[src/rtl/crono_pkg.sv]
// Shared types and constants for the chronometer countdown engine.
// Holds the FSM state codes, the BCD time bundle and the load validity check.
package crono_pkg;

    typedef logic [1:0] state_t;

    localparam state_t IDLE   = 2'd0;
    localparam state_t PAUSED = 2'd1;
    localparam state_t RUN    = 2'd2;
    localparam state_t RING   = 2'd3;

    typedef struct packed {
        logic [7:0] h;
        logic [7:0] m;
        logic [7:0] s;
    } bcd_time_t;

    localparam logic [3:0] DIG_MAX   = 4'd9;
    localparam logic [3:0] TENS_MAX  = 4'd5;
    localparam logic [3:0] HTENS_MAX = 4'd2;
    localparam logic [7:0] HOURS_MAX = 8'h23;

    // Hour tens needs no own check: any value above 2 already exceeds 8'h23.
    function automatic logic time_valid(input bcd_time_t v);
        return (v.h <= HOURS_MAX) && (v.h[3:0] <= DIG_MAX)
            && (v.m[7:4] <= TENS_MAX) && (v.m[3:0] <= DIG_MAX)
            && (v.s[7:4] <= TENS_MAX) && (v.s[3:0] <= DIG_MAX);
    endfunction

endpackage

[src/rtl/bcd_digit_dec.sv]
// One BCD digit of the countdown borrow chain.
// Wraps 0 to its limit and asserts borrow_out when a borrow passes through.
module bcd_digit_dec (
    input  logic [3:0] digit,
    input  logic [3:0] limit,
    input  logic       borrow_in,
    output logic [3:0] next_digit,
    output logic       borrow_out
);

    always_comb begin
        next_digit = digit;
        borrow_out = 1'b0;
        if (borrow_in) begin
            if (digit == 4'd0) begin
                next_digit = limit;
                borrow_out = 1'b1;
            end else begin
                next_digit = digit - 4'd1;
            end
        end
    end

endmodule

[src/rtl/crono_countdown.sv]
// Countdown engine: BCD HH:MM:SS load, per-second decrement, expiry pulse.
// Define CRONO_RING_EN to add the RING state that holds the alarm request.
module crono_countdown
    import crono_pkg::*;
#(
    parameter int CLK_HZ    = 100_000_000,
    parameter int RING_SECS = 10
) (
    input  logic       clk,
    input  logic       reset,
    input  logic       load,
    input  logic [7:0] h_in,
    input  logic [7:0] m_in,
    input  logic [7:0] s_in,
    input  logic       start,
    input  logic       stop,
    output logic [7:0] h_out,
    output logic [7:0] m_out,
    output logic [7:0] s_out,
    output logic       running,
    output logic       done,
    output logic       load_err,
    output logic       ring
);

    localparam int PW = $clog2(CLK_HZ);
    localparam logic [PW-1:0] PMAX = PW'(CLK_HZ - 1);
    localparam logic [23:0] LIMS = {HTENS_MAX, DIG_MAX, TENS_MAX,
                                    DIG_MAX, TENS_MAX, DIG_MAX};

    if (CLK_HZ < 2 || RING_SECS < 1) begin : g_bad_cfg
        $error("crono_countdown: CLK_HZ must be >= 2, RING_SECS >= 1");
    end

    state_t        state;
    logic [PW-1:0] presc;
    logic [23:0]   t;
    logic [23:0]   t_dec;
    logic [6:0]    b;
    bcd_time_t     in_t;
    logic          in_ok;
    logic          wrap;
    logic          tick;

    assign in_t  = {h_in, m_in, s_in};
    assign in_ok = time_valid(in_t);
    assign wrap  = (presc == PMAX);
    assign tick  = (state == RUN) && wrap;

    // Seconds units always borrow; b[6] set means the time was already zero.
    assign b[0] = 1'b1;
    for (genvar i = 0; i < 6; i++) begin : g_dig
        bcd_digit_dec u_dig (
            .digit     (t[4*i +: 4]),
            .limit     (LIMS[4*i +: 4]),
            .borrow_in (b[i]),
            .next_digit(t_dec[4*i +: 4]),
            .borrow_out(b[i+1])
        );
    end

`ifdef CRONO_RING_EN
    localparam int RW = $clog2(RING_SECS + 1);
    localparam logic [RW-1:0] RLAST = RW'(RING_SECS - 1);
    localparam state_t EXPIRE_NEXT = RING;

    logic [RW-1:0] ring_cnt;

    always_ff @(posedge clk) begin
        if (reset || state != RING) ring_cnt <= '0;
        else if (wrap)              ring_cnt <= ring_cnt + 1'b1;
    end

    assign ring = (state == RING);
`else
    localparam state_t EXPIRE_NEXT = IDLE;

    assign ring = 1'b0;
`endif

    always_ff @(posedge clk) begin
        if (reset) begin
            state    <= IDLE;
            presc    <= '0;
            t        <= '0;
            done     <= 1'b0;
            load_err <= 1'b0;
        end else begin
            done     <= 1'b0;
            load_err <= 1'b0;
            if (load) begin
                if (in_ok) begin
                    t     <= in_t;
                    presc <= '0;
                    state <= (in_t != '0) ? PAUSED : IDLE;
                end else begin
                    load_err <= 1'b1;
                    if (state == RING) state <= IDLE;
                end
            end else begin
                case (state)
                    RUN: begin
                        // A stop on a tick cycle drops the tick and freezes the prescaler.
                        if (stop) begin
                            state <= PAUSED;
                        end else begin
                            presc <= wrap ? '0 : presc + 1'b1;
                            if (tick && !b[6]) begin
                                t <= t_dec;
                                if (t == 24'h00_00_01) begin
                                    done  <= 1'b1;
                                    state <= EXPIRE_NEXT;
                                end
                            end
                        end
                    end
                    PAUSED: begin
                        if (start && !stop) state <= RUN;
                    end
`ifdef CRONO_RING_EN
                    RING: begin
                        if (start || stop) begin
                            state <= IDLE;
                        end else begin
                            presc <= wrap ? '0 : presc + 1'b1;
                            if (wrap && ring_cnt == RLAST) state <= IDLE;
                        end
                    end
`endif
                    default: ;
                endcase
            end
        end
    end

    assign h_out   = t[23:16];
    assign m_out   = t[15:8];
    assign s_out   = t[7:0];
    assign running = (state == RUN);

endmodule
[config.mk]
export PLATFORM = sky130hd
export DESIGN_NAME = crono_countdown
export DESIGN_NICKNAME = d
export VERILOG_FILES = /design/src/rtl/crono_pkg.sv /design/src/rtl/bcd_digit_dec.sv /design/src/rtl/crono_countdown.sv
export SDC_FILE = /design/constraint.sdc
export NUM_CORES = 1
export LEC_CHECK = 0
export ABC_AREA = 1
export BUFFER_PORTS_ARGS = -buffer_cell sky130_fd_sc_hd__buf_2
export CELL_PAD_IN_SITES_DETAIL_PLACEMENT = 1
export CELL_PAD_IN_SITES_GLOBAL_PLACEMENT = 1
export CORE_ASPECT_RATIO = 0.8
export CORE_MARGIN = 5
export CORE_UTILIZATION = 42
export DETAILED_ROUTE_END_ITERATION = 6
export PLACE_DENSITY = 0.86
export SLEW_MARGIN = 25
export SYNTH_ARGS = -nofsm -noshare
export SYNTH_HDL_FRONTEND = slang
export SYNTH_SLANG_ARGS = --single-unit
[constraint.sdc]
create_clock -name clk -period 2.6 [get_ports clk]
set_input_delay 0.39 -clock clk [delete_from_list [all_inputs] [get_ports clk]]
set_output_delay 0.39 -clock clk [all_outputs]
set_load 0.01 [all_outputs]
-- Yosys cells after proc, flatten, opt, wreduce, memory -nomap -nowiden
Index checks and enable logic that the tools add are counted.
- add/sub/neg operators: 7
- multipliers: 0
- divide/modulo/power cells: 0
- $lt $le $gt $ge: 6
- equal/unequal tests: 11
- shift operators: 0
- mux-type cells: 43
- bitwise operators: 3
- reduce and logical (&&, ||, !) cells: 35
- operator list (operator ; count):
    two-way mux 27 bit ; 5
    two-way mux 24 bit ; 5
    two-way mux 4 bit ; 11
    AND reduction 5 bit ; 6
    adder 27 x 1 -> 27 bit, second input constant ; 1
    equality test 27 bit, second input constant ; 1
    equality test 24 x 1 -> 1 bit, second input constant ; 1
    logical NOT 4 bit ; 6
    nonzero test 24 bit ; 1
    subtractor 4 x 1 -> 4 bit, second input constant ; 6
    two-way mux 1 bit ; 14
    two-way mux 2 bit ; 7
    nonzero test 2 bit ; 7
    less-or-equal comparator 4 bit, second input constant ; 3
    less-or-equal comparator 4 x 3 -> 1 bit, second input constant ; 2
    less-or-equal comparator 8 x 6 -> 1 bit, second input constant ; 1
    logical AND 1 bit ; 8
    != test 4 x 3 -> 1 bit, second input constant ; 2
    OR reduction 5 bit ; 1
    equality test 2 bit, second input constant ; 2
    case mux 2 bit (2 select lines) ; 1
    AND reduction 4 bit ; 1
    != test 3 x 1 -> 1 bit, second input constant ; 1
    != test 3 bit, second input constant ; 1
    8 further kinds ; 11
- flip-flop bits (word level): 55
- bits in latches: 0
- memory bits (writable): 0
- ROM bits: 0
- output and inout port bits: 28
- memories: 0

-- Logic depth before layout (Yosys ltp)
Gate-level depths: netlist of run 1.
- word-level depth: 13
- mapped depth: 14
- depth with buffers taken out: 13

-- By module
From an unflattened synthesis of run 1, not the netlist that was laid out.
- cells, all modules: 782
- area, all modules: 4420.5 µm²
- modules (own cells, without submodules) (module ; instances ; cells each ; area each (µm²) ; seq. area each (µm²)):
    crono_countdown ; 1 ; 560 ; 3414.5 ; 1101.1
    bcd_digit_dec ; 6 ; 37 ; 167.7 ; 0.0

-- Worst setup path after synthesis of run 1
Ideal clock, no wire load.
- path type: flip-flop to flip-flop
- from: reg presc[0]
- to: reg t[11]
- setup time: 0.113 ns
- arrival: 1.541 ns
- required time: 2.487 ns
- slack: 0.945 ns
- cell stages (with the launch flop): 14
- buffers on the path: 1
- clock period less this slack: 1.655 ns
- path through: dfxtp_1 -> ha_1 -> nand3_1 -> inv_2 -> nand2_4 -> clkinv_2 -> nand2_2 -> nor2_4 -> nand3_2 -> nand2_4 -> buf_12 -> nand3_4 -> nor2_1 -> nor2_1
- longest elaborated chain between the ends: 5
- ends and longest elaborated chain (item ; line ; source):
    from (decl) ; crono_countdown.sv:36 ; logic [PW-1:0] presc;
    from (signal assigned) ; crono_countdown.sv:107 ; presc <= wrap ? '0 : presc + 1'b1;
    equality test 27 bit ; crono_countdown.sv:47 ; assign wrap = (presc == PMAX);
    logical AND 1 bit ; crono_countdown.sv:48 ; assign tick = (state == RUN) && wrap;
    logical AND 1 bit ; crono_countdown.sv:108 ; if (tick && !b[6]) begin
    nonzero test 2 bit (no source line) ; n/a ;
    AND reduction 5 bit (no source line) ; n/a ;
    to (signal assigned) ; crono_countdown.sv:93 ; t <= in_t;
    to (signal assigned) ; crono_countdown.sv:109 ; t <= t_dec;
    to (decl) ; crono_countdown.sv:37 ; logic [23:0] t;
Every way passes these cells.
A chain may end at the register's enable or synchronous reset.

-- Worst setup path in the final report of run 1
- from: reg presc[0]
- to: reg t[21]
Same word-level chain as after synthesis.

==> results of run 1 <==
-- sequential cells by signal, indices dropped and copies added (netlist names) --
register  count
state         2
t            24
done          1
presc        27
load_err      1
-- cells by family (layout without fill, tap and decap cells) --
family | Yosys count | after routing | share of synthesized area
DFF | 55 | 55 | 0.289
AOI/OAI and AO/OA | 71 | 71 | 0.102
and+or+nand+nor | 405 | 405 | 0.470
adders and majority gates | 2 | 2 | 0.00656
other | 1 | 1 | 0.000983
xor gates and xnor gates | 9 | 9 | 0.0207
buffers and inverters | 100 | 150 | 0.111
-- cell type report --
class,count,area share
inverters,80,0.0698
flip-flops and latches,55,0.255
well taps,115,0.0333
clock buffers,7,0.0307
clock inverters,1,0.00116
multi-input cells,488,0.532
repair buffers,62,0.0787
-- power by group through the flow --
stage               clock network [W]  logic (W)  registers [W]
CTS                          0.000704   0.000302       0.000870
global route                 0.000738   0.000340       0.000872
floorplan                           0   0.000192       0.000891
global placement                    0   0.000287       0.000889
detailed placement                  0   0.000300       0.000890
finish                       0.000696   0.000304       0.000870
-- placed cells by master, fill, tap and decap left out, types with 22 or more instances in the layout --
cell type  Yosys  final
o21ai_0       26     26
nor2_1       129    129
nand2_1      170    170
dfxtp_1       55     55
nor3_1        22     22
inv_1         76     76
buf_2          6     55
nand3_1       33     33
a21oi_1       29     29
nand4_1       25     25
-- critical path, stage by stage, from the launching register on --
cell	delay [ps]
dfxtp_1	380
ha_1	230
nand3_1	110
inv_2	120
nand2_4	90
clkinv_2	60
nand2_2	50
nor2_4	140
nand3_2	120
nand2_4	270
nand3_2	210
nand2_1	110
nand2_1	50
nor2_1	90
-- stage by stage --
step / util / area (um2)
final: 0.482 / 4320
after floorplan: - / 3810
after global placement: 0.467 / 4180
after CTS: 0.482 / 4320
after global routing: 0.482 / 4320
after detailed placement: 0.467 / 4180
-- path summary, 6_finish.rpt --
path / end / slack [ps] / cells after the start
max: t[21]$_SDFFE_PP0P_ / 490 / 13
min: presc[24]$_SDFFE_PP0P_ / 440 / 2
max reg2reg: t[21]$_SDFFE_PP0P_ / 490 / 13
min reg2reg: presc[0]$_SDFFE_PP0P_ / 490 / 1
-- per-layer routing --
layer  vias to the layer above  wire (um)
li1                       2159          -
met5                         -          0
met2                        98       5890
met1                      2094       6420
met4                         0         85
met3                         6        647
==> impl_metrics.toml, run 1 <==
[clock_network]
worst_setup_hold_path_clk_slew_ps = 70
post_cts_buffers = 0
cts_num_sinks = 55
insertion_delay_ps = 300
clock_tree_from_tritoncts = "yes"
cts-hold-fix-buffers = 0
clock_tree.buffer_depth = 2
cts-root-buf = "clkbuf_16"
cts_buffers = 5
post_cts_resized = 0
h-tree-depth = 2

[critical_path]
arrival_ps = 2360
r2r_start = "presc[0]$_SDFFE_PP0P_"
worstPathRequired_ps = 2850
timing.setup.critical_path_class = "reg -> reg"
cp-startpoint = "presc[0]$_SDFFE_PP0P_"
critPathCaptureType = "flop"
critical_path.max_fanout = 21
cp-start-kind = "flop"

[sta]
fin_ws_ps = 491
post-route-min-period_ps = 2110
final_number_of_hold_violating_endpoints = 0
final_max_slew_viol_count = 0
timing.final.crit_share = 0.811
fin_setup_tns_ps = 0
finalSetupViolCount = 0
maxSlewHeadroom = 0.561
worst_clk_skew_ps = 4.85
timing.hold.ws_ps = 443
maxClockFrequency_mhz = 474
transition_time_at_the_pin_with_the_least_slew_margin_ps = 652
grt_setup_unrepaired = "no"

[placed_design]
buffer_ports.inserted = 55
dpl.cell_count = 800
dpl.hpwl_um = 10200
pre_cts_ws_ps = 348
gp_congestion = 0.911

[global_routing]
number_of_antenna_violations_at_the_first_check_in_global_routing = 0
maximum_number_of_pins_on_one_net_before_global_route_repair = 39
met3_usage = 0.0381
grt_pass1_wl_um = 21500
busiest_layer = "met2"
grt_usage = 0.243
via_count_of_the_first_global_routing_pass = 4441
grt_util_met2 = 0.399
grt_util_met1 = 0.343
grt-ovfl-total = 0

[pwr]
total_leakage_power_nw = 1.92
p_seq_frac = 0.465
pwr-share-comb = 0.162
share_of_total_power_consumed_by_net_switching = 0.300
power_density_nw_per_um2 = 433
internal-power_w = 0.00131
total_power_w = 0.00187
power.share.clock = 0.372
net_load_switching_power_w = 0.000561
power.ir.vdd_worst_mv = 0.455

[yosys]
postSynthNetCount = 674
post_synth_main_area_contributors = "dfxtp_1, nand2_1, nor2_1, inv_1, nand3_1"
yosys.area.top_type = "dfxtp_1"
ys_seq_elements = 55
synth.avg_cell_area_um2 = 5.93
post_synth_instance_area_um2 = 3810
ys.flop_type = "dfxtp_1"
synth_warnings = 0
synth_edf_count = 0
post-synth-top-area-fraction = 0.289
yosys.cell_types.count = 35
netlist_instances = 643
synth_sequential_area_ratio = 0.289
post-synth-top-count-cell = "nand2_1"
synthArstFlopShare = 0
post_synth_most_frequent_cells = "nand2_1, nor2_1, inv_1, dfxtp_1, nand3_1"

[hold_path]
timing.hold.worst.start = "reset"
worst_hold_path_type = "in -> reg"

[floorplanning]
die_w_um = 117
die-height_um = 95.2
initial_core_util = 0.426
floorplan.core_area_um2 = 8960
total_i_o_pin_count = 57
floorplan.die_area_um2 = 11100
placement_rows = 31

[detailed_routing]
via_per_inst = 5.39
wl_per_cell_um = 16.1
initialDrtViolationCount = 226
route.vias.total = 4357
drt-total-wl_um = 13000
post-route-drc-count = 0
route.antenna.remaining_nets = 0
drtPass1Iterations = 4

[cells_and_area]
drive_above_1_share = 0.130
final-seq-area_um2 = 1100
fill_cells = 1318
layout_area_overhead_pct = 13.3
final_standard_cell_count_with_taps_included_and_fillers_excluded = 808
antenna-diode-count = 0
multi_input_comb_area_um2 = 2300
finish.net_count = 723

[flow_run]
max-cap-violations = 0

[outcome]
status = "finished, final reports clean"
No activity file was read; power rests on OpenSTA's default activity.
==> inputs of run 2 (changes only) <==
CORE_UTILIZATION = 39   (was 42)
PLACE_DENSITY = 0.81   (was 0.86)
clock period = 2 ns   (was 2.6 ns; I/O delays follow)
==> run 2 against run 1 <==
Effect of this change:
- largest power group unchanged
- maximum frequency rose by 11%
- die area rose by 6.9%
- setup slack got worse by 400 ps
- final area rose by 8.3%
==> impl_metrics.toml, run 2 (synthesized netlist as in run 1, its figures left out) <==
[global_routing]
grt-ovfl-total = 0
number_of_antenna_violations_at_the_first_check_in_global_routing = 0
grt_usage = 0.244
grt_util_met2 = 0.382
grt_util_met1 = 0.348
via_count_of_the_first_global_routing_pass = 4638
maximum_number_of_pins_on_one_net_before_global_route_repair = 41
busiest_layer = "met2"
met3_usage = 0.0505
grt_pass1_wl_um = 23400

[critical_path]
cp-start-kind = "flop"
arrival_ps = 2140
crit_path_cell_trace = "nor2_1 -> nand2_1 -> nor3_1 -> nand3_1 -> nand2_1 -> nand3_4 -> nand2_1 -> inv_1 -> nor2_1"
critPathSlowestCell = "dfxtp_1"
timing.setup.critical_path_class = "reg -> reg"
r2r.worst_path.cells = 9
critPathCaptureType = "flop"
number_of_stages_on_the_worst_setup_path = 9
timing.critical_path.buf_inv = 1
critical_path.max_fanout = 5
crit_path_max_incr_delay_ps = 350
worstPathRequired_ps = 2230
path_delay_family = "simple AND/OR/NAND/NOR gates"
cp_common_cell = "nand2_1"

[sta]
transition_time_at_the_pin_with_the_least_slew_margin_ps = 724
grt_setup_unrepaired = "yes"
maxClockFrequency_mhz = 524
fin_ws_ps = 91.8
final_max_slew_viol_count = 0
maxSlewHeadroom = 0.512
final_number_of_hold_violating_endpoints = 0
post-route-min-period_ps = 1910
timing.final.crit_share = 0.954
finalSetupViolCount = 0
worst_clk_skew_ps = 6.58

[detailed_routing]
via_per_inst = 5.35
drtPass1Iterations = 4
post-route-drc-count = 0
initialDrtViolationCount = 334
route.antenna.remaining_nets = 0
wl_per_cell_um = 17.0
drt-total-wl_um = 14400
route.vias.total = 4532

[cells_and_area]
max_flop_register = "presc"
drive_above_1_share = 0.192
finish.net_count = 758
layout_area_overhead_pct = 22.8
final_common_cell = "nand2_1"
largest_register_ff_count = 27
mostFrequentLayoutCells = "nand2_1, nor2_1, inv_1"
layout_top_registers = "presc (27), t (24), state (2)"
final_cell_area_um2 = 4680
antenna-diode-count = 0

[clock_network]
cts_buffers = 5
clock_tree_from_tritoncts = "yes"
cts-root-buf = "clkbuf_16"
insertion_delay_ps = 300
worst_setup_hold_path_clk_slew_ps = 80
cts-hold-fix-buffers = 0
h-tree-depth = 2
clock_tree.buffer_depth = 2
cts_num_sinks = 55

[placed_design]
pre_cts_ws_ps = -56.8
gp_congestion = 0.920
dpl.hpwl_um = 11100
buffer_ports.inserted = 55
placed_area_um2 = 4440

[floorplanning]
floorplan.core_area_um2 = 9610
die-height_um = 98.4
total_i_o_pin_count = 57
initial_core_util = 0.397
placement_rows = 32
die_w_um = 121
floorplan.die_area_um2 = 11900

[outcome]
status = "finished, final reports clean"

[flow_run]
max-cap-violations = 0

[hold_path]
worst_hold_path_type = "in -> reg"
min_path_cells = 5

[pwr]
power.ir.vdd_worst_mv = 0.232
total_leakage_power_nw = 2.12
power_density_nw_per_um2 = 528
run 2: changes by cell type in the layout (fill, tap and decap cells not counted), moves of 2 or more:
cell     before  now
buf_4         6   38
nor2_1      129  122
nor2_2        2    9
dfxtp_1      55   50
dfxtp_2       0    3
dfxtp_4       0    2
nand3_4       4    6
run 2: per-stage QoR:
stage	utilization	cells	setup TNS (ps)	hold WS, ps	power, W
floorplan	-	643	0	369	0.00141
global placement	0.462	836	0	462	0.00156
detailed placement	0.462	836	-400	490	0.00158
CTS	0.481	846	0	353	0.00248
global route	0.487	847	-233	370	0.00257
finish	0.487	847	0	362	0.00247
run 2: worst reg2reg max path, delay by kind of cell (launching register included):
family / cells / cell delay (ps)
buf+inv: 1 / 40
flops: 1 / 350
simple gates: 8 / 1460
run 2: layout make-up:
type | count | area, um2
Fill cell | 1371 | 4930
Multi-Input combinational cell | 490 | 2380
Sequential cell | 55 | 1110
Timing Repair Buffer | 95 | 601
Inverter | 80 | 302
Tap cell | 119 | 149
Clock buffer | 7 | 133
Clock inverter | 1 | 5.00
run 2: path summary, 6_finish.rpt:
path                                 to  slack (ps)             startpoint
setup / recovery     t[17]$_SDFFE_PP0P_          90      t[8]$_SDFFE_PP0P_
hold / removal        t[4]$_SDFFE_PP0P_         360                s_in[4]
setup reg to reg     t[17]$_SDFFE_PP0P_          90      t[8]$_SDFFE_PP0P_
hold reg to reg   presc[0]$_SDFFE_PP0P_         470  presc[0]$_SDFFE_PP0P_
run 2: where the power goes:
part           switching [W]  total [W]  internal, W
sequential         0.0000183    0.00113      0.00111
clock               0.000424   0.000890     0.000466
combinational       0.000298   0.000452     0.000154
run 2: metal layers:
metal  part of all wire  up-vias
met2               0.44      150
met4              0.012        0
met3              0.083       22
met1               0.47     2122
met5                  0        -
li1                   -     2238
run 2: timing repair:
item	CTS	global route
buffers inserted	0	1
cloned	2	0
gates resized for setup	2	19
setup endpoints to repair	6	42
endpoints found under the hold margin	0	0
pin swaps	1	3
==> inputs of run 3 (changes only) <==
PLACE_DENSITY = unset   (was 0.81)
PLACE_DENSITY_LB_ADDON = 0.3   (was unset)
==> run 3 against run 2 <==
Effect of this change:
- clock power increased by 7.6%
- non-clock buffer count down 2
- final area is essentially flat
- die area stayed put
- final cell count is 0.24% lower
- global-route usage down 0.15 points
- combinational power grew 1%
- sequential cell count is the same
- register-to-register slack worse by 20 ps
- critical path type unchanged
- critical endpoint is now t[1]$_SDFFE_PP0P_
- highest routed layer unchanged
==> impl_metrics.toml, run 3 (synthesized netlist as in run 1, its figures left out) <==
[outcome]
status = "finished, final reports clean"

[sta]
finalSetupViolCount = 0
post-route-min-period_ps = 1930
final_number_of_hold_violating_endpoints = 0
timing.hold.ws_ps = 345
worst_clk_skew_ps = 12.8
final_max_slew_viol_count = 0
fin_setup_tns_ps = 0
timing.final.crit_share = 0.965
grt_setup_unrepaired = "yes"
maxSlewHeadroom = 0.623
transition_time_at_the_pin_with_the_least_slew_margin_ps = 566
fin_ws_ps = 69.3
maxClockFrequency_mhz = 518

[floorplanning]
floorplan.core_area_um2 = 9610
initial_core_util = 0.397
placement_rows = 32
floorplan.die_area_um2 = 11900
die-height_um = 98.4
total_i_o_pin_count = 57
die_w_um = 121

[cells_and_area]
fill_cells = 1352
layout_top_registers = "presc (27), t (24), state (2)"
drive_above_1_share = 0.191
layout_area_overhead_pct = 22.7
final_standard_cell_count_with_taps_included_and_fillers_excluded = 845
antenna-diode-count = 0
mostFrequentLayoutCells = "nand2_1, nor2_1, inv_1"
max_flop_register = "presc"
finish.net_count = 756
final-seq-area_um2 = 1100
largest_register_ff_count = 27
multi_input_comb_area_um2 = 2380
final_common_cell = "nand2_1"

[global_routing]
grt_pass1_wl_um = 23200
maximum_number_of_pins_on_one_net_before_global_route_repair = 41
via_count_of_the_first_global_routing_pass = 4592
grt_usage = 0.242
grt-ovfl-total = 0
number_of_antenna_violations_at_the_first_check_in_global_routing = 0

[clock_network]
insertion_delay_ps = 300
cts_num_sinks = 55
cts_buffers = 5
clock_tree_from_tritoncts = "yes"
clock_tree.buffer_depth = 2
cts-root-buf = "clkbuf_16"
h-tree-depth = 2
cts-hold-fix-buffers = 0
worst_setup_hold_path_clk_slew_ps = 80

[detailed_routing]
route.antenna.remaining_nets = 0
initialDrtViolationCount = 292
via_per_inst = 5.37
drtPass1Iterations = 4
post-route-drc-count = 0
drt-total-wl_um = 14300
wl_per_cell_um = 16.9
route.vias.total = 4535

[critical_path]
arrival_ps = 2160
critPathCaptureType = "flop"
critical_path.max_fanout = 5
cp-start-kind = "flop"
timing.setup.critical_path_class = "reg -> reg"
worstPathRequired_ps = 2230

[pwr]
power.ir.vdd_worst_mv = 0.284
total_leakage_power_nw = 2.11
power_density_nw_per_um2 = 544

[placed_design]
dpl.hpwl_um = 11100
pre_cts_ws_ps = -127
buffer_ports.inserted = 55
gp_congestion = 0.957
dpl.cell_count = 833

[flow_run]
max-cap-violations = 0

[hold_path]
worst_hold_path_type = "in -> reg"
run 3: changes by cell type in the layout (fill, tap and decap cells not counted), moves of 2 or more:
| cell | change |
|---|---|
| buf_4 | -2 |
| clkbuf_8 | +2 |
| dfxtp_1 | +2 |
| dfxtp_4 | -2 |
run 3: stage by stage:
| step | util | instance area (um2) | total power, W |
|---|---|---|---|
| after floorplan | - | 3810 | 0.00141 |
| after global placement | 0.459 | 4410 | 0.00156 |
| after detailed placement | 0.459 | 4410 | 0.00158 |
| after CTS | 0.479 | 4610 | 0.00255 |
| after global routing | 0.487 | 4680 | 0.00266 |
| final | 0.487 | 4680 | 0.00255 |
run 3: area by class of cell:
class / instances / area share
inverter: 80 / 0.0645
sequential: 55 / 0.236
timing repair buffer: 93 / 0.125
clock buffer: 8 / 0.0334
tap: 119 / 0.0318
multi-input combinational: 490 / 0.509
run 3: worst max-delay path: stages, from the launching register on:
cell and delay (ps):
dfxtp_1 350, inv_1 110, ha_1 200, nand3_2 140, inv_1 110, nand4_1 200, nand3_4 180, buf_12 120
nand2_4 80, nand2_2 140, nand2_1 60, a21oi_1 160
run 3: final timing paths:
check / slack [ps] / end / depth (start not counted) / startpoint
min: 340 / presc[17]$_SDFFE_PP0P_ / 4 / reset
min reg2reg: 470 / presc[0]$_SDFFE_PP0P_ / 1 / presc[0]$_SDFFE_PP0P_
max: 70 / t[1]$_SDFFE_PP0P_ / 11 / t[20]$_SDFFE_PP0P_
max reg2reg: 70 / t[1]$_SDFFE_PP0P_ / 11 / t[20]$_SDFFE_PP0P_
run 3: power breakdown:
group	internal [W]	switching, W	leakage (nW)
sequential	0.00111	0.0000190	0.446
combinational	0.000154	0.000303	1.59
clock	0.000536	0.000423	0.0772
run 3: repair_timing:
| item | in CTS | in global routing |
|---|---|---|
| setup endpoints to repair | 14 | 43 |
| gates resized for setup | 4 | 16 |
| cloned | 2 | 0 |
| pin swaps | 1 | 2 |
| buffers inserted | 0 | 2 |
run 3: metal layers:
| layer | part of all wire | up-vias | global-route usage |
|---|---|---|---|
| li1 | - | 2234 | - |
| met1 | 0.49 | 2171 | 0.355 |
| met2 | 0.43 | 122 | 0.376 |
| met3 | 0.069 | 8 | 0.0505 |
| met4 | 0.0056 | 0 | 0.0340 |
| met5 | 0 | - | 0 |
